--- config.mk ---
export PLATFORM = sky130hd
export DESIGN_NAME = pc_unit_flat
export DESIGN_NICKNAME = d
export VERILOG_FILES = /design/src/rtl/pc_unit_pkg.sv /design/src/rtl/pc_unit_if.sv /design/src/rtl/pc_unit_next_pc_logic.sv /design/src/rtl/pc_unit.sv /design/src/flat_wrapper.sv
export SDC_FILE = /design/constraint.sdc
export NUM_CORES = 1
export LEC_CHECK = 0
export ABC_CLOCK_PERIOD_IN_PS = 5500
export BUFFER_PORTS_ARGS = -buffer_cell sky130_fd_sc_hd__buf_2
export CAP_MARGIN = 40
export CORE_MARGIN = 3
export CORE_UTILIZATION = 32
export CTS_CLUSTER_SIZE = 10
export DETAILED_ROUTE_END_ITERATION = 10
export MAX_ROUTING_LAYER = met4
export PLACE_DENSITY = 0.53
export SYNTH_ARGS = -nofsm -noshare
export SYNTH_HDL_FRONTEND = slang
export SYNTH_HIERARCHICAL = 1
export SYNTH_SLANG_ARGS = --single-unit
--- constraint.sdc ---
create_clock -name clock -period 5.5 [get_ports clock]
set_input_delay 0.825 -clock clock [delete_from_list [all_inputs] [get_ports clock]]
set_output_delay 0.825 -clock clock [all_outputs]
set_load 0.02 [all_outputs]
--- src/rtl/pc_unit_pkg.sv ---
// pc_unit_pkg: shared datapath definitions for the program-counter unit.
//   - state_t      : run/halt/fault state encoding
//   - PC_SRC_*     : next-PC select codes driven on pc_src
//   - SYSCALL_INSN : the instruction word that halts the core
//   - DEF_*        : default text window base and reset PC
package pc_unit_pkg;

    typedef enum logic [1:0] {
        ST_RUN   = 2'd0,
        ST_HALT  = 2'd1,
        ST_FAULT = 2'd2
    } state_t;

    localparam logic [1:0] PC_SRC_SEQ    = 2'd0;
    localparam logic [1:0] PC_SRC_BRANCH = 2'd1;
    localparam logic [1:0] PC_SRC_JUMP   = 2'd2;
    localparam logic [1:0] PC_SRC_JR     = 2'd3;

    localparam logic [31:0] SYSCALL_INSN  = 32'h0000000C;
    localparam logic [31:0] DEF_TEXT_BASE = 32'h00400000;
    localparam logic [31:0] DEF_RESET_PC  = 32'h00400000;

endpackage

--- src/rtl/pc_unit_if.sv ---
// pc_unit_if: fetch-control bus between the pipeline and the PC unit.
//   master : drives stall, instr, pc_src, branch_taken, reg_target;
//            observes pc, pc_plus4, halted, fault, fault_pc, fetch_count
//   slave  : the PC unit side (directions reversed)
interface pc_unit_if;
    logic        stall;
    logic [31:0] instr;
    logic [1:0]  pc_src;
    logic        branch_taken;
    logic [31:0] reg_target;
    logic [31:0] pc;
    logic [31:0] pc_plus4;
    logic        halted;
    logic        fault;
    logic [31:0] fault_pc;
    logic [31:0] fetch_count;

    modport master (
        output stall, instr, pc_src, branch_taken, reg_target,
        input  pc, pc_plus4, halted, fault, fault_pc, fetch_count
    );

    modport slave (
        input  stall, instr, pc_src, branch_taken, reg_target,
        output pc, pc_plus4, halted, fault, fault_pc, fetch_count
    );
endinterface

--- src/rtl/pc_unit_next_pc_logic.sv ---
// next_pc_logic: purely combinational next-PC selection and legality check.
//   pc, instr_lo (instr[25:0]), pc_src, branch_taken, reg_target -> inputs
//   pc_plus4 : pc + 4
//   next_pc  : selected candidate PC (all arithmetic wraps modulo 2^32)
//   legal    : word aligned and inside [TEXT_BASE, TEXT_BASE + 4*TEXT_WORDS)
module next_pc_logic
    import pc_unit_pkg::*;
#(
    parameter logic [31:0] TEXT_BASE  = DEF_TEXT_BASE,
    parameter int          TEXT_WORDS = 256
) (
    input  logic [31:0] pc,
    input  logic [25:0] instr_lo,
    input  logic [1:0]  pc_src,
    input  logic        branch_taken,
    input  logic [31:0] reg_target,
    output logic [31:0] pc_plus4,
    output logic [31:0] next_pc,
    output logic        legal
);
    // Upper bound kept at 33 bits so a window ending exactly at 2^32 still
    // compares correctly.
    localparam logic [32:0] TEXT_LIMIT = {1'b0, TEXT_BASE} + (33'(TEXT_WORDS) << 2);

    logic [31:0] br_off;

    assign pc_plus4 = pc + 32'd4;
    assign br_off   = {{14{instr_lo[15]}}, instr_lo[15:0], 2'b00};

    always_comb begin
        next_pc = pc_plus4;
        case (pc_src)
            PC_SRC_SEQ:    next_pc = pc_plus4;
            PC_SRC_BRANCH: next_pc = branch_taken ? (pc_plus4 + br_off) : pc_plus4;
            PC_SRC_JUMP:   next_pc = {pc_plus4[31:28], instr_lo, 2'b00};
            PC_SRC_JR:     next_pc = reg_target;
            default:       next_pc = pc_plus4;
        endcase
    end

    assign legal = (next_pc[1:0] == 2'b00) &&
                   (next_pc >= TEXT_BASE) &&
                   ({1'b0, next_pc} < TEXT_LIMIT);
endmodule

--- src/rtl/pc_unit.sv ---
// pc_unit: program counter with run/halt/fault control.
//   clock, clear : single clock, synchronous active-high clear
//   bus (slave)  : stall/instr/pc_src/branch_taken/reg_target in;
//                  pc, pc_plus4, halted, fault, fault_pc, fetch_count out
// The PC only moves in RUN without stall. A syscall halts, an illegal
// target faults (target captured in fault_pc); both are sticky until clear.
module pc_unit
    import pc_unit_pkg::*;
#(
    parameter logic [31:0] RESET_PC   = DEF_RESET_PC,
    parameter logic [31:0] TEXT_BASE  = DEF_TEXT_BASE,
    parameter int          TEXT_WORDS = 256
) (
    input  logic      clock,
    input  logic      clear,
    pc_unit_if.slave  bus
);
    state_t      state_q, state_d;
    logic [31:0] pc_q, pc_d;
    logic [31:0] cnt_q, cnt_d;
    logic [31:0] fpc_q, fpc_d;
    logic [31:0] pc_plus4, next_pc;
    logic        legal;

    next_pc_logic #(
        .TEXT_BASE  (TEXT_BASE),
        .TEXT_WORDS (TEXT_WORDS)
    ) u_next_pc (
        .pc           (pc_q),
        .instr_lo     (bus.instr[25:0]),
        .pc_src       (bus.pc_src),
        .branch_taken (bus.branch_taken),
        .reg_target   (bus.reg_target),
        .pc_plus4     (pc_plus4),
        .next_pc      (next_pc),
        .legal        (legal)
    );

    always_comb begin
        state_d = state_q;
        pc_d    = pc_q;
        cnt_d   = cnt_q;
        fpc_d   = fpc_q;
        if (state_q == ST_RUN && !bus.stall) begin
            // syscall is checked first so a halting instruction never faults
            if (bus.instr == SYSCALL_INSN) begin
                state_d = ST_HALT;
            end else if (!legal) begin
                state_d = ST_FAULT;
                fpc_d   = next_pc;
            end else begin
                pc_d  = next_pc;
                cnt_d = (cnt_q == 32'hFFFF_FFFF) ? cnt_q : cnt_q + 32'd1;
            end
        end
    end

    always_ff @(posedge clock) begin
        if (clear) begin
            state_q <= ST_RUN;
            pc_q    <= RESET_PC;
            cnt_q   <= '0;
            fpc_q   <= '0;
        end else begin
            state_q <= state_d;
            pc_q    <= pc_d;
            cnt_q   <= cnt_d;
            fpc_q   <= fpc_d;
        end
    end

    assign bus.pc          = pc_q;
    assign bus.pc_plus4    = pc_plus4;
    assign bus.halted      = (state_q == ST_HALT);
    assign bus.fault       = (state_q == ST_FAULT);
    assign bus.fault_pc    = fpc_q;
    assign bus.fetch_count = cnt_q;
endmodule

--- src/flat_wrapper.sv ---
// flat-port wrapper written by rule: the top's interface ports become plain ports
module pc_unit_flat import pc_unit_pkg::*;
#(
    parameter logic [31:0] RESET_PC   = DEF_RESET_PC,
    parameter logic [31:0] TEXT_BASE  = DEF_TEXT_BASE,
    parameter int          TEXT_WORDS = 256
)
  (clock, clear, bus_stall, bus_instr, bus_pc_src, bus_branch_taken, bus_reg_target, bus_pc, bus_pc_plus4, bus_halted, bus_fault, bus_fault_pc, bus_fetch_count);
  pc_unit_if bus_i ();
  input  logic clock;
  input  logic clear;
  input wire logic [$bits(bus_i.stall)-1:0] bus_stall;
  input wire logic [$bits(bus_i.instr)-1:0] bus_instr;
  input wire logic [$bits(bus_i.pc_src)-1:0] bus_pc_src;
  input wire logic [$bits(bus_i.branch_taken)-1:0] bus_branch_taken;
  input wire logic [$bits(bus_i.reg_target)-1:0] bus_reg_target;
  output wire logic [$bits(bus_i.pc)-1:0] bus_pc;
  output wire logic [$bits(bus_i.pc_plus4)-1:0] bus_pc_plus4;
  output wire logic [$bits(bus_i.halted)-1:0] bus_halted;
  output wire logic [$bits(bus_i.fault)-1:0] bus_fault;
  output wire logic [$bits(bus_i.fault_pc)-1:0] bus_fault_pc;
  output wire logic [$bits(bus_i.fetch_count)-1:0] bus_fetch_count;
  assign bus_i.stall = bus_stall;
  assign bus_i.instr = bus_instr;
  assign bus_i.pc_src = bus_pc_src;
  assign bus_i.branch_taken = bus_branch_taken;
  assign bus_i.reg_target = bus_reg_target;
  assign bus_pc = bus_i.pc;
  assign bus_pc_plus4 = bus_i.pc_plus4;
  assign bus_halted = bus_i.halted;
  assign bus_fault = bus_i.fault;
  assign bus_fault_pc = bus_i.fault_pc;
  assign bus_fetch_count = bus_i.fetch_count;
  pc_unit #(.RESET_PC(RESET_PC), .TEXT_BASE(TEXT_BASE), .TEXT_WORDS(TEXT_WORDS)) u_core (.clock(clock), .clear(clear), .bus(bus_i));
endmodule
; After elaboration in Yosys (flattened, before gate mapping)
; Cells that the tools add are included.
[classes]
n_addsub = 3
n_lt_le_gt_ge = 2
eq_ne = 8
mux = 4
bitwise_logic = 3
reduce_logical = 11
[ops]
columns = op, n
row1 = $pmux 32 s4, 1
row2 = $add 32x1->32 const B, 1
row3 = $add 32x3->32 const B, 1
row4 = $add 32x32->32, 1
row5 = $eq 32x32->1 const B, 1
row6 = $eq 32x4->1 const B, 1
row7 = $ge 32x23->1 const B, 1
row8 = $lt 32x23->1 const B, 1
row9 = $mux 32, 1
row10 = $eq 2x2->1 const B, 3
row11 = $logic_not 2->1, 3
row12 = $reduce_and 3->1, 2
row13 = $eq 2x1->1 const B, 2
row14 = $mux 2, 2
row15 = $reduce_and 4->1, 1
row16 = $logic_and 1x1->1, 3
row17 = $not 1->1, 3
row18 = $ne 2x2->1 const B, 1
row19 = $reduce_and 2->1, 1
row20 = $logic_not 1->1, 1
[word_totals]
reg_bits = 98
inputBits = 70
elab_cells = 35

; Longest topological paths before layout
; Gate-level depths: netlist of run 1.
[logic_depth]
ltp_word = 9
mapped_depth = 25

; Hierarchy
; The synthesis of run 1 kept the hierarchy.
[modules_own_cells]
columns = module, instances, cells_each, area_per_inst_um2
row1 = pc_unit, 1, 474, 4142.7
row2 = next_pc_logic, 1, 520, 3447.1

; Worst setup path before layout of run 1
; Ideal clock, no wire load.
[synth_path]
kind = register -> register
start = register u_core.pc_q[2], in the netlist u_core/bus.pc[2]
end = register u_core.cnt_q[31], in the netlist u_core/bus.fetch_count[31]
setup_time_ns = 0.123
t_arrival_ns = 5.707
required_ns = 5.377
setup_slack_ns = -0.330
stages_incl_launch_ff = 22
n_path_buf = 0
synth_period_minus_slack_ns = 5.830
cell_sequence = dfxtp_1 > ha_1 > nand2_1 > nor4_4 > nand4_1 > xnor2_1 > ha_1 > and2_1 > a221o_1 > a21o_1 > a21oi_2 > a2bb2oi_2 > a31o_1 > xor2_1 > o21a_1 > or3_1 > nor4_2 > or4b_4 > nor3_2 > o211ai_1 > or4_1 > mux2_1
[synth_via]
elab_chain_cells = 8
[synth_lines]
columns = item, line
row1 = "start, declared", pc_unit.sv:19  ; logic [31:0] pc_q, pc_d;
row2 = "start signal, assigned", pc_unit.sv:66  ; pc_q <= pc_d;
row3 = $add 32x3->32 (*), pc_unit_next_pc_logic.sv:27  ; assign pc_plus4 = pc + 32'd4;
row4 = net bus_pc_plus4[14], flat_wrapper.sv:18  ; output wire logic [$bits(bus_i.pc_plus4)-1:0] bus_pc_plus4;
row5 = $add 32x32->32 (*), pc_unit_next_pc_logic.sv:34  ; PC_SRC_BRANCH: next_pc = branch_taken ? (pc_plus4 + br_off) : pc_plus4;
row6 = $mux 32 (*), pc_unit_next_pc_logic.sv:34
row7 = $pmux 32 s4 (*), pc_unit_next_pc_logic.sv:32  ; case (pc_src)
row8 = net u_core.next_pc[27], pc_unit.sv:22  ; logic [31:0] pc_plus4, next_pc;
row9 = $ge 32x23->1, pc_unit_next_pc_logic.sv:42  ; (next_pc >= TEXT_BASE) &&
row10 = $logic_and 1x1->1, pc_unit_next_pc_logic.sv:41  ; assign legal = (next_pc[1:0] == 2'b00) &&
row11 = $logic_and 1x1->1 (*), pc_unit_next_pc_logic.sv:42
row12 = net u_core.legal, pc_unit.sv:23  ; logic legal;
row13 = $reduce_and 4->1 (no line) (*), -
row14 = "end signal, assigned", pc_unit.sv:67  ; cnt_q <= cnt_d;
row15 = "end, declared", pc_unit.sv:20  ; logic [31:0] cnt_q, cnt_d;
; Mark *: on every way through the listed nets, which the timed path passes. The rest lies on a longest branch.
; A chain may end at the register's enable or synchronous reset.

; Final worst setup path of run 1
[layout_path]
start = register u_core.pc_q[3], in the netlist u_core/bus.pc[3]
end = register u_core.cnt_q[31], in the netlist u_core/bus.fetch_count[31]
[layout_via]
elab_chain_cells = 8
[layout_lines]
columns = item, line
row1 = $add 32x3->32 (*), pc_unit_next_pc_logic.sv:27
row2 = $add 32x32->32, pc_unit_next_pc_logic.sv:34
row3 = $mux 32, pc_unit_next_pc_logic.sv:34
row4 = $pmux 32 s4 (*), pc_unit_next_pc_logic.sv:32
row5 = net u_core.next_pc[28], pc_unit.sv:22
row6 = $ge 32x23->1, pc_unit_next_pc_logic.sv:42
row7 = $logic_and 1x1->1, pc_unit_next_pc_logic.sv:41
row8 = $logic_and 1x1->1 (*), pc_unit_next_pc_logic.sv:42
row9 = net u_core.legal, pc_unit.sv:23
row10 = $reduce_and 4->1 (no line) (*), -
; Marked as above.

==> reports/results.env, run 1 <==
FINAL_CELL_AREA_EXCLUDING_FILLER_CELLS_SQ_UM=10700
DESIGN.DIE.AREA_SQ_UM=25600
FAILED_CHECKS='setup timing'
PLACED_CELL_AREA_SQ_UM=9997
DETAIL_ROUTE.DRC_VIOLATIONS=0
INITIAL_UTILIZATION_PCT=33.02
P_SWITCHING_mW=0.5091
DR.PASS1.ITERS=7
DRT-VIAS-PER-INSTANCE=5.325
WIRE_LENGTH_OF_THE_FIRST_GLOBAL_ROUTING_PASS_MICRONS=46600
CORE_SQ_UM=22980
GLOBALROUTE.TOTALOVERFLOW=0
SYNTHDOMINANTCELLAREASHARE_PCT=25.85
SYNTH_NETS=1098
NUM-NETS-FINAL=1422
LAYOUT-DRIVE-GT1-SHARE_PCT=36.43
DIE_WIDTH_MICRONS=160.0
MOST_AREA_CONSUMING_CELLS_AFTER_SYNTHESIS='sky130_fd_sc_hd__dfxtp_1 26%, sky130_fd_sc_hd__a21oi_1 7.1%, sky130_fd_sc_hd__nand2_1 6.7%, sky130_fd_sc_hd__ha_1 5.4%, sky130_fd_sc_hd__mux2i_1 5.0%'
POWER_REPORT.INTERNAL_TOTAL_mW=1.184
ANTENNA_DIODES=0
TOTAL_OF_ENDPOINTS_WITH_NEGATIVE_SETUP_SLACK_IN_THE_FINAL_REPORT=1
FIRST_GLOBAL_VIAS=8206
SHARE_COMB_OF_TOTAL_POWER_PCT=21.3
SYNTH_ENABLE_FLOP_CELLS=0
YOSYS_REG_BITS=98
CLOCK_POWER_SHARE_PCT=35.6
TOTALPOWERFINAL_mW=1.693
SEQUENTIAL_TO_TOTAL_AREA_SHARE_FROM_YOSYS_STAT_PCT=25.85
RSZ0062_AT_GRT='true'
PERIOD_SHARE_PCT=101.7
MAX_CLOCK_FREQ_MHz=178.7
POWER.SEQUENTIAL.FRACTION_PCT=43.1
YOSYSTOPAREACELL='sky130_fd_sc_hd__dfxtp_1'
MAX-SLEW-MARGIN-REL_PCT=43.18
WORSTSETUPSTARTPOINTTYPE='flip-flop'
VDD_DROP_MAX_uV=148.8
GRT_ANTENNA_BEFORE_REPAIR=0
CHIP_HEIGHT_MICRONS=160.0
FIN_SETUP_TNS_NS=-0.09560
PLACE.DETAILED.HPWL_MICRONS=24330
POST_SYNTHESIS_CELL_COUNT=994
SYNTH-WARNING-COUNT=6
POSTCTSHOLDBUFS=0
CRITICAL_PATH.SLOWEST_CELL='sky130_fd_sc_hd__or4_4'
CLOCK_TREE_FROM_TRITONCTS='built'
WORST-SETUP-PATH-TYPE='reg2reg'
WORST_SLACK_NS=-0.09560
FINAL_CRITICAL_PATH_TIME_INCLUDING_I_O_DELAYS_AND_SETUP_NS=5.596
DRV_CAP=0
YS_ASYNC_SR_FRACTION_PCT=0
CRITICAL_PATH.MAX_STAGE_DELAY_NS=0.56
ANTENNA_LEFT=0
GRT_USAGE_PCT=23.28
MULTI_INPUT_COMB_AREA_SQ_UM=5620
WORSTPATHCELLLIST='ha_4, nand2_4, nor4_4, buf_4, nand3_2, xnor2_2, ha_1, buf_4, and3_1, nand2_1, and2_4, a311o_1, buf_4, a21oi_4, a31o_2, a21oi_1, or3_4, nor4_4, buf_4, or4b_4, nor3_2, o211ai_1, or4_4, mux2_4'
HTREE_NUM_LEVELS=3
NET_SWITCHING_SHARE_OF_THE_TOTAL_POWER_PCT=30.07
NUMBER_OF_MAX_SLEW_VIOLATIONS_IN_THE_FINAL_REPORT=0
ENDPOINT_KIND='flip-flop'
CP.ARRIVAL_NS=5.83
SYN_AREA_SQ_UM=7590
SYNTH.CELLS.MOST_FREQUENT='136 x sky130_fd_sc_hd__nand2_1, 108 x sky130_fd_sc_hd__a21oi_1, 98 x sky130_fd_sc_hd__dfxtp_1, 94 x sky130_fd_sc_hd__nor2_1, 44 x sky130_fd_sc_hd__o21ai_0'
PLACED_CELLS=1603
MOST_FREQUENTLY_USED_CELL_TYPE_IN_THE_POST_SYNTHESIS_NETLIST='sky130_fd_sc_hd__nand2_1'
HOLD_VIOL=0
PLACEMENT.IO_BUFFERS=199
LAYOUT.FILLER_CELLS=2381
TIMING.CRITICAL_PATH.MODE_CELL='sky130_fd_sc_hd__buf_4'
UTILIZATION_PCT=46.53
POST_LAYOUT_NONFILLER_INSTANCES=1636
POWER.STATIC_LEAKAGE_nW=4.937
CRITICAL_PATH_PEAK_FANOUT=6
SETUP.REG_TO_REG.WORST_SLACK_NS=-0.1
ROUTED_WIRELENGTH_MICRONS=30270
CTS-ROOT-BUF='sky130_fd_sc_hd__clkbuf_16'
REQUIRED_TIME_AT_THE_WORST_SLACK_ENDPOINT_NS=5.73
WORST_CASE_CLOCK_BUFFER_DEPTH=2
DRT_ITER0_DRC=556
SYNTH.LIB_CELLS_USED.DISTINCT=89
YS_DOMINANT_REG_CELL='sky130_fd_sc_hd__dfxtp_1'
CTS.CLK_SLEW.WORST_PATHS_NS=0.07
DETAILROUTE.VIA_COUNT=8711
STATUS='finished with violations'
CTS.SINK_COUNT=98
ROUTED_WIRE_LENGTH_PER_INSTANCE_MICRONS=18.50
STD_CELL_ROWS=55
WORST_PIN_SLEW_NS=0.8451
FINAL_WTD_CONGESTION=0.9365
POWER-PER-CELL-AREA_nW_PER_UM2=158.3
AREA_DELTA_SYNTH_FINAL_PCT=40.92
TIMING.CLOCK.SKEW_NS=0.009983
TOP_PORTS=200
AVGSYNTHCELLAREA_SQ_UM=7.636
CLK_LATENCY_NS=0.34
GRT_MAX_DEGREE=66
MIN-DELAY-PATH-CLASS='reg2reg'
REGISTER_AREA_SQ_UM=1982
TRITONCTS.NUM_BUFFERS=9
## power groups by stage
stage / clock network, mW / logic (mW) / registers, mW
4_1_cts: 0.628 / 0.350 / 0.731
3_3_place_gp: 0 / 0.345 / 0.747
5_1_grt: 0.649 / 0.391 / 0.732
3_5_place_dp: 0 / 0.341 / 0.748
2_1_floorplan: 0 / 0.175 / 0.763
6_report: 0.602 / 0.360 / 0.730
## path summary, 6_finish.rpt
kind,startpoint,to,depth (start not counted)
worst max-delay path,u_core/bus.pc[3],u_core/bus.fetch_count[31],24
worst min-delay path,u_core/bus.pc[5],u_core/bus.pc[5],2
worst max register to register,u_core/bus.pc[3],u_core/bus.fetch_count[31],24
worst min register to register,u_core/bus.pc[5],u_core/bus.pc[5],2
## layout make-up
| cell class | instances | share of cell area [%] |
|---|---|---|
| clock inverters | 7 | 0.5732 |
| repair buffers | 366 | 21.60 |
| multi-input cells | 815 | 52.55 |
| clock buffers | 9 | 2.106 |
| inverters | 28 | 0.9827 |
| well taps | 313 | 3.662 |
| flip-flops and latches | 98 | 18.53 |
## sequential cells by signal, summed over array words and instances (netlist names)
name / flops
u_core/bus.fault_pc: 32
u_core/bus.fetch_count: 32
u_core/state_q: 2
u_core/bus.pc: 32
## layout by cell type, fill, tap and decap left out, drive strengths merged, types with 14 or more instances in the layout
master	netlist	final
ha	33	33
nand2	137	137
or4	21	21
and3	17	17
nand3	26	26
mux2i	38	38
a21oi	110	110
nor3	16	16
xnor2	28	28
o31ai	23	23
xor2	18	18
buf	15	366
dfxtp	98	98
nor2	95	95
nor4	23	23
o21ai	51	51
a21o	14	14
inv	27	30
nand4	24	24
## cells by family after synthesis
group	count (synthesis)	share of synthesized area (%)
simple gates	409	27.89
compound gates	282	23.84
flops	98	25.85
buf+inv	81	5.061
xor+xnor	46	5.308
mux	44	6.347
fa+ha+maj	34	5.704
## critical path: cells and delay by family (launching register included)
kind | cells | cell delay, ns
AO/OA/AOI/OAI | 5 | 0.94
XOR/XNOR | 1 | 0.15
adder cells (fa/ha/maj) | 2 | 0.44
buffers and inverters | 4 | 0.64
flip-flops | 1 | 0.37
multiplexers | 1 | 0.31
AND/OR/NAND/NOR | 11 | 2.65
## repair_timing
item,CTS,global route
endpoints found under the setup margin,7,63
pin swaps,6,54
gates resized for setup,13,48
buffers inserted,4,13
## metal layers
metal	up-vias	share of wire (%)	track usage (%)	wire (microns)
met3	18	7.6	4.773	2296
met1	4090	46	32.88	14020
li1	4301	-	-	-
met4	0	1.1	5.049	320
met2	302	45	34.31	13640
met5	-	0	-	0
## per-stage QoR
| stage | setup slack, ns | hold slack (ns) |
|---|---|---|
| CTS | -0.06122 | 0.4858 |
| finish | -0.09560 | 0.4844 |
| detailed placement | -0.2535 | 0.4742 |
| global placement | -0.3177 | 0.4669 |
| global route | -0.3349 | 0.5074 |
| floorplan | 0.009448 | 0.5023 |
Note: power is estimated with default switching activity, not from simulation.
==> run 2: changes to the inputs <==
--- a/config.mk
+++ b/config.mk
@@ -10,10 +10,12 @@
 export CAP_MARGIN = 40
 export CORE_MARGIN = 3
 export CORE_UTILIZATION = 32
+export CTS_CLUSTER_DIAMETER = 150
 export CTS_CLUSTER_SIZE = 10
 export DETAILED_ROUTE_END_ITERATION = 10
 export MAX_ROUTING_LAYER = met4
 export PLACE_DENSITY = 0.53
+export SETUP_SLACK_MARGIN = 0.3
 export SYNTH_ARGS = -nofsm -noshare
 export SYNTH_HDL_FRONTEND = slang
 export SYNTH_HIERARCHICAL = 1
==> reports/results.env, run 2 (synthesized netlist as in run 1, its figures left out) <==
REQUIRED_TIME_AT_THE_WORST_SLACK_ENDPOINT_NS=5.77
TOTAL_OF_ENDPOINTS_WITH_NEGATIVE_SETUP_SLACK_IN_THE_FINAL_REPORT=0
POWER-PER-CELL-AREA_nW_PER_UM2=158.6
GRT_MAX_DEGREE=54
WORSTHOLDSTART='u_core/bus.pc[14]'
MAX-SLEW-MARGIN-REL_PCT=47.17
LAYOUT.FILLER_CELLS=2365
RSZ0062_AT_GRT='true'
VDD_DROP_MAX_uV=173.3
STD_CELL_ROWS=55
MAX_CLOCK_FREQ_MHz=182.2
ROUTED_WIRE_LENGTH_PER_INSTANCE_MICRONS=17.94
PLACEMENT.IO_BUFFERS=199
MULTI_INPUT_COMB_AREA_SQ_UM=5703
CLOCK_TREE_FROM_TRITONCTS='built'
FIRST_GLOBAL_VIAS=8260
HOLD_VIOL=0
WORSTSETUPSTARTPOINTTYPE='flip-flop'
LAYOUT-DRIVE-GT1-SHARE_PCT=36.66
NUMBER_OF_MAX_SLEW_VIOLATIONS_IN_THE_FINAL_REPORT=0
TOTALPOWERFINAL_mW=1.703
DESIGN.DIE.AREA_SQ_UM=25600
PLACED_CELL_AREA_SQ_UM=10080
CHIP_HEIGHT_MICRONS=160.0
GRT_USAGE_PCT=22.65
DRT_ITER0_DRC=489
DETAIL_ROUTE.DRC_VIOLATIONS=0
FINAL_WTD_CONGESTION=0.9483
DR.PASS1.ITERS=7
ENDPOINT_KIND='flip-flop'
POSTCTSHOLDBUFS=0
CLK_LATENCY_NS=0.34
CTS.CLK_SLEW.WORST_PATHS_NS=0.07
STATUS='finished, final reports clean'
TIMING.CLOCK.SKEW_NS=0.008639
DRT-VIAS-PER-INSTANCE=5.346
GLOBALROUTE.TOTALOVERFLOW=0
R2R-START='u_core/bus.pc[2]'
CRITICAL_PATH.MAX_STAGE_DELAY_NS=0.54
CORE_SQ_UM=22980
TRITONCTS.NUM_BUFFERS=9
ANTENNA_DIODES=0
STARTPOINT='u_core/bus.pc[2]'
CTS.SINK_COUNT=98
WORSTPATHCELLLIST='ha_4, nand2_4, or3_2, xnor2_4, ha_1, and3_1, nand2_1, a21oi_1, buf_4, or2_2, xor2_1, o2bb2ai_1, nor4_2, buf_4, nor4b_4, nand4_1, nor4_4, or4b_4, nor4_2, o211ai_1, or4_1, a21oi_1'
PLACE.DETAILED.HPWL_MICRONS=23360
PERIOD_SHARE_PCT=99.82
DIE_WIDTH_MICRONS=160.0
DRV_CAP=0
POWER.STATIC_LEAKAGE_nW=4.913
WIRE_LENGTH_OF_THE_FIRST_GLOBAL_ROUTING_PASS_MICRONS=45730
CRITICAL_PATH.SLOWEST_CELL='sky130_fd_sc_hd__or4_1'
ROUTED_WIRELENGTH_MICRONS=29160
FINAL_CELL_AREA_EXCLUDING_FILLER_CELLS_SQ_UM=10730
REGISTER_AREA_SQ_UM=1996
DETAILROUTE.VIA_COUNT=8687
CP.ARRIVAL_NS=5.76
NUM-NETS-FINAL=1411
FINAL_COMMON_CELL='sky130_fd_sc_hd__buf_2'
LAYOUT.CELLS.MOST_COMMON_LIST='199 x sky130_fd_sc_hd__buf_2, 150 x sky130_fd_sc_hd__buf_4, 133 x sky130_fd_sc_hd__nand2_1, 103 x sky130_fd_sc_hd__a21oi_1, 92 x sky130_fd_sc_hd__nor2_1'
WORST_PIN_SLEW_NS=0.7894
ANTENNA_LEFT=0
AREA_DELTA_SYNTH_FINAL_PCT=41.41
CRITICAL_PATH_PEAK_FANOUT=5
GRT_ANTENNA_BEFORE_REPAIR=0
HTREE_NUM_LEVELS=3
WORST-SETUP-PATH-TYPE='reg2reg'
MIN-DELAY-PATH-CLASS='reg2reg'
WORST_CASE_CLOCK_BUFFER_DEPTH=2
CTS-ROOT-BUF='sky130_fd_sc_hd__clkbuf_16'
FIN_SETUP_TNS_NS=0
FINAL_CRITICAL_PATH_TIME_INCLUDING_I_O_DELAYS_AND_SETUP_NS=5.490
TOP_PORTS=200
INITIAL_UTILIZATION_PCT=33.02
-- run 2: per-layer routing --
layer | vias to the layer above | global-route usage [%] | part of all wire (%)
met1 | 4121 | 30.92 | 47
met4 | 0 | 5.483 | 1.7
li1 | 4288 | - | -
met5 | - | - | 0
met3 | 26 | 4.488 | 6.6
met2 | 252 | 34.56 | 45
-- run 2: path summary, 6_finish.rpt --
kind	cells past startpoint	end	slack (ns)
max	22	u_core/bus.fetch_count[27]	0.01
min	2	u_core/bus.pc[14]	0.48
max reg2reg	22	u_core/bus.fetch_count[27]	0.01
min reg2reg	2	u_core/bus.pc[14]	0.48
-- run 2: critical path: cells and delay by family (launching register included) --
kind,cells,cell delay [ns]
buffers and inverters,2,0.33
adder cells (fa/ha/maj),2,0.48
flip-flops,1,0.37
AND/OR/NAND/NOR,12,3.34
XOR/XNOR,2,0.32
AO/OA/AOI/OAI,4,0.54
-- run 2: repair_timing --
item,in CTS,in global routing
gates resized for setup,26,30
pin swaps,15,14
endpoints found under the setup margin,62,96
setup buffers,8,4
endpoints found under the hold margin,0,0
-- run 2: layout make-up --
class,instances,share of cell area (%)
Clock buffer,10,2.227
Clock inverter,6,0.5363
Inverter,28,0.9793
Multi-Input combinational cell,815,53.14
Sequential cell,98,18.59
Tap cell,313,3.649
Timing Repair Buffer,355,20.88
-- run 2: where the power goes --
part           switching [mW]  total, mW  internal (mW)
Sequential            0.00875      0.729          0.721
Clock                   0.289      0.619          0.331
Combinational           0.207      0.354          0.147
Total                   0.504       1.70           1.20
-- run 2: per-stage QoR --
stage | setup WS [ns] | hold WS, ns | cells | utilization (%)
finish | 0.01002 | 0.4845 | 1625 | 46.70
global route | -0.2801 | 0.5223 | 1625 | 46.70
CTS | 0.08708 | 0.4875 | 1621 | 45.99
detailed placement | -0.1708 | 0.4766 | 1597 | 43.85
global placement | -0.2199 | 0.4671 | 1595 | 43.65
floorplan | 0.1232 | 0.5022 | 994 | -
==> run 3: changes to the inputs <==
--- a/config.mk
+++ b/config.mk
@@ -5,6 +5,7 @@
 export SDC_FILE = /design/constraint.sdc
 export NUM_CORES = 1
 export LEC_CHECK = 0
+export ABC_AREA = 1
 export ABC_CLOCK_PERIOD_IN_PS = 5500
 export BUFFER_PORTS_ARGS = -buffer_cell sky130_fd_sc_hd__buf_2
 export CAP_MARGIN = 40
@@ -14,7 +15,7 @@
 export CTS_CLUSTER_SIZE = 10
 export DETAILED_ROUTE_END_ITERATION = 10
 export MAX_ROUTING_LAYER = met4
-export PLACE_DENSITY = 0.53
+export PLACE_DENSITY = 0.51
 export SETUP_SLACK_MARGIN = 0.3
 export SYNTH_ARGS = -nofsm -noshare
 export SYNTH_HDL_FRONTEND = slang
==> reports/results.env, run 3 <==
FINAL_CRITICAL_PATH_TIME_INCLUDING_I_O_DELAYS_AND_SETUP_NS=4.804
POST_SYNTHESIS_CELL_COUNT=1646
TIMING.CLOCK.SKEW_NS=0.01324
WORSTHOLDSTART='u_core/bus.fault_pc[26]'
DR.PASS1.ITERS=6
SYNTH-WARNING-COUNT=6
DRT-VIAS-PER-INSTANCE=5.130
DETAIL_ROUTE.DRC_VIOLATIONS=0
MAX-SLEW-MARGIN-REL_PCT=55.56
RR_WORST_DEPTH=31
CRITICAL_PATH.MAX_STAGE_DELAY_NS=0.41
CHIP_HEIGHT_MICRONS=176.7
GLOBALROUTE.TOTALOVERFLOW=0
SETUP.REG_TO_REG.WORST_SLACK_NS=0.70
YS_DOMINANT_REG_CELL='sky130_fd_sc_hd__dfxtp_1'
SYNTH_ENABLE_FLOP_CELLS=0
TRITONCTS.NUM_BUFFERS=9
TIMING.CRITICAL_PATH.MODE_CELL='sky130_fd_sc_hd__nand2_1'
SYNTHDOMINANTCELLAREASHARE_PCT=22.93
TOP_PORTS=200
PLACED_CELL_AREA_SQ_UM=10670
GRT_MAX_DEGREE=52
DESIGN.DIE.AREA_SQ_UM=31240
MIN-DELAY-PATH-CLASS='reg2reg'
PLACE.DETAILED.HPWL_MICRONS=30510
WORSTREG2REGEND='u_core/bus.fetch_count[2]'
AVGSYNTHCELLAREA_SQ_UM=5.668
CORE_SQ_UM=28240
SEQUENTIAL_TO_TOTAL_AREA_SHARE_FROM_YOSYS_STAT_PCT=21.03
DIE_WIDTH_MICRONS=176.7
SYNTH.CELLS.MOST_FREQUENT='570 x sky130_fd_sc_hd__nand2_1, 190 x sky130_fd_sc_hd__inv_1, 156 x sky130_fd_sc_hd__nor2_1, 138 x sky130_fd_sc_hd__a21oi_1, 128 x sky130_fd_sc_hd__nand3_1'
WORSTSETUPSTARTPOINTTYPE='flip-flop'
TOTALPOWERFINAL_mW=1.674
CP.ARRIVAL_NS=5.02
PLACEMENT.IO_BUFFERS=199
CLK_LATENCY_NS=0.35
NUM-NETS-FINAL=1913
GRT_ANTENNA_BEFORE_REPAIR=0
AREA_DELTA_SYNTH_FINAL_PCT=18.11
NUMBER_OF_MAX_SLEW_VIOLATIONS_IN_THE_FINAL_REPORT=0
DRV_CAP=0
TOTAL_OF_ENDPOINTS_WITH_NEGATIVE_SETUP_SLACK_IN_THE_FINAL_REPORT=0
CRITICAL_PATH_PEAK_FANOUT=16
WIRE_LENGTH_OF_THE_FIRST_GLOBAL_ROUTING_PASS_MICRONS=58790
FINAL_COMMON_CELL='sky130_fd_sc_hd__nand2_1'
ANTENNA_DIODES=0
UTILIZATION_PCT=39.02
YOSYS_REG_BITS=98
YS_ASYNC_SR_FRACTION_PCT=0
DRT_ITER0_DRC=906
RSZ0062_AT_GRT='false'
WORST_CASE_CLOCK_BUFFER_DEPTH=2
STATUS='finished, final reports clean'
R2R-START='u_core/bus.pc[3]'
WORST_PIN_SLEW_NS=0.6666
GRT_USAGE_PCT=24.37
HTREE_NUM_LEVELS=3
CRITICAL_PATH.SLOWEST_CELL='sky130_fd_sc_hd__dfxtp_1'
WHS_PATH_DEPTH=2
DETAILROUTE.VIA_COUNT=11240
MOST_FREQUENTLY_USED_CELL_TYPE_IN_THE_POST_SYNTHESIS_NETLIST='sky130_fd_sc_hd__nand2_1'
INITIAL_UTILIZATION_PCT=33.04
LAYOUT.FILLER_CELLS=3208
MAX_CLOCK_FREQ_MHz=208.2
YOSYSTOPAREACELL='sky130_fd_sc_hd__nand2_1'
LAYOUT.CELLS.MOST_COMMON_LIST='569 x sky130_fd_sc_hd__nand2_1, 199 x sky130_fd_sc_hd__buf_2, 189 x sky130_fd_sc_hd__inv_1, 155 x sky130_fd_sc_hd__nor2_1, 137 x sky130_fd_sc_hd__a21oi_1'
CTS.CLK_SLEW.WORST_PATHS_NS=0.08
SYNTH_NETS=1750
VDD_DROP_MAX_uV=148.7
PERIOD_SHARE_PCT=87.35
ANTENNA_LEFT=0
HOLD_PATH_ENDPOINT='u_core/bus.fault_pc[26]'
SYNTH.LIB_CELLS_USED.DISTINCT=48
LAYOUT-DRIVE-GT1-SHARE_PCT=16.81
CTS-ROOT-BUF='sky130_fd_sc_hd__clkbuf_16'
POWER.STATIC_LEAKAGE_nW=5.516
ENDPOINT_KIND='flip-flop'
CLOCK_TREE_FROM_TRITONCTS='built'
SYN_AREA_SQ_UM=9329
POWER-PER-CELL-AREA_nW_PER_UM2=151.9
FIN_SETUP_TNS_NS=0
WORST-SETUP-PATH-TYPE='reg2reg'
ROUTED_WIRE_LENGTH_PER_INSTANCE_MICRONS=17.49
MOST_AREA_CONSUMING_CELLS_AFTER_SYNTHESIS='sky130_fd_sc_hd__nand2_1 23%, sky130_fd_sc_hd__dfxtp_1 21%, sky130_fd_sc_hd__inv_1 7.6%, sky130_fd_sc_hd__a21oi_1 7.4%, sky130_fd_sc_hd__nand3_1 6.9%'
FINAL_CELL_AREA_EXCLUDING_FILLER_CELLS_SQ_UM=11020
ROUTED_WIRELENGTH_MICRONS=38340
FINAL_WTD_CONGESTION=0.9585
STD_CELL_ROWS=61
HOLD_VIOL=0
REQUIRED_TIME_AT_THE_WORST_SLACK_ENDPOINT_NS=5.71
POSTCTSHOLDBUFS=0
FIRST_GLOBAL_VIAS=10220
CTS.SINK_COUNT=98
## run 3: worst max-delay path, delay by kind of cell, from the launching register on
| kind | cells | cell delay, ns |
|---|---|---|
| AND/OR/NAND/NOR | 23 | 2.79 |
| buffers and inverters | 4 | 0.57 |
| flip-flops | 1 | 0.41 |
| XOR/XNOR | 1 | 0.26 |
| adder cells (fa/ha/maj) | 2 | 0.55 |
| AO/OA/AOI/OAI | 1 | 0.07 |
## run 3: how the worst max path moves through the flow
stage / startpoint / endpoint / slack, ns / cells after the start
2_1_floorplan: u_core/bus.pc[2] / u_core/bus.fetch_count[2] / 1.18 / 28
4_1_cts: u_core/bus.pc[2] / u_core/bus.fetch_count[6] / 0.63 / 31
5_1_grt: u_core/bus.pc[17] / u_core/bus.fetch_count[2] / 0.31 / 30
6_report: u_core/bus.pc[3] / u_core/bus.fetch_count[2] / 0.70 / 31
3_3_place_gp: u_core/bus.pc[2] / u_core/bus.fetch_count[25] / 0.61 / 28
3_5_place_dp: u_core/bus.pc[2] / u_core/bus.fetch_count[7] / 0.68 / 31
## run 3: repair_timing
action / 4_1_cts / 5_1_grt
gates resized for setup: 0 / 10
setup endpoints to repair: 0 / 70
setup buffers: 0 / 1
## run 3: final cells by class
class | instances | area [sq um] | share of cell area, %
inverter | 204 | 767.0 | 6.961
sequential | 98 | 1967 | 17.85
clock buffer | 9 | 225.2 | 2.044
timing repair buffer | 220 | 1222 | 11.09
tap | 378 | 473.0 | 4.293
clock inverter | 7 | 60.06 | 0.5451
multi-input combinational | 1276 | 6304 | 57.21
## run 3: power by group
| part | internal (mW) | switching (mW) | total [mW] |
|---|---|---|---|
| clock network | 0.316 | 0.310 | 0.625 |
| logic | 0.0994 | 0.216 | 0.316 |
| registers | 0.723 | 0.00965 | 0.733 |
## run 3: routing by layer
layer	GRT usage, %	part of all wire [%]	up-vias
met5	-	0	-
met4	3.895	1.2	0
met3	3.882	6.7	29
met2	36.70	43	395
met1	35.01	49	5167
li1	-	-	5653
## run 3: logic make-up (layout without fill, tap and decap cells)
logic type	count (synthesis)	after routing	share of synthesized area (%)
AO/OA/AOI/OAI	195	195	11.40
XOR/XNOR	26	26	2.522
adder cells (fa/ha/maj)	34	34	4.641
buffers and inverters	273	440	11.74
flip-flops	98	98	21.03
AND/OR/NAND/NOR	1020	1021	48.67
## run 3: stage by stage
step	worst slack, ns	hold slack [ns]	cells
floorplan	1.182	0.4645	1646
global placement	0.6068	0.4488	2170
detailed placement	0.6819	0.4538	2174
CTS	0.6336	0.4644	2190
global route	0.3056	0.4864	2192
finish	0.6958	0.4610	2192
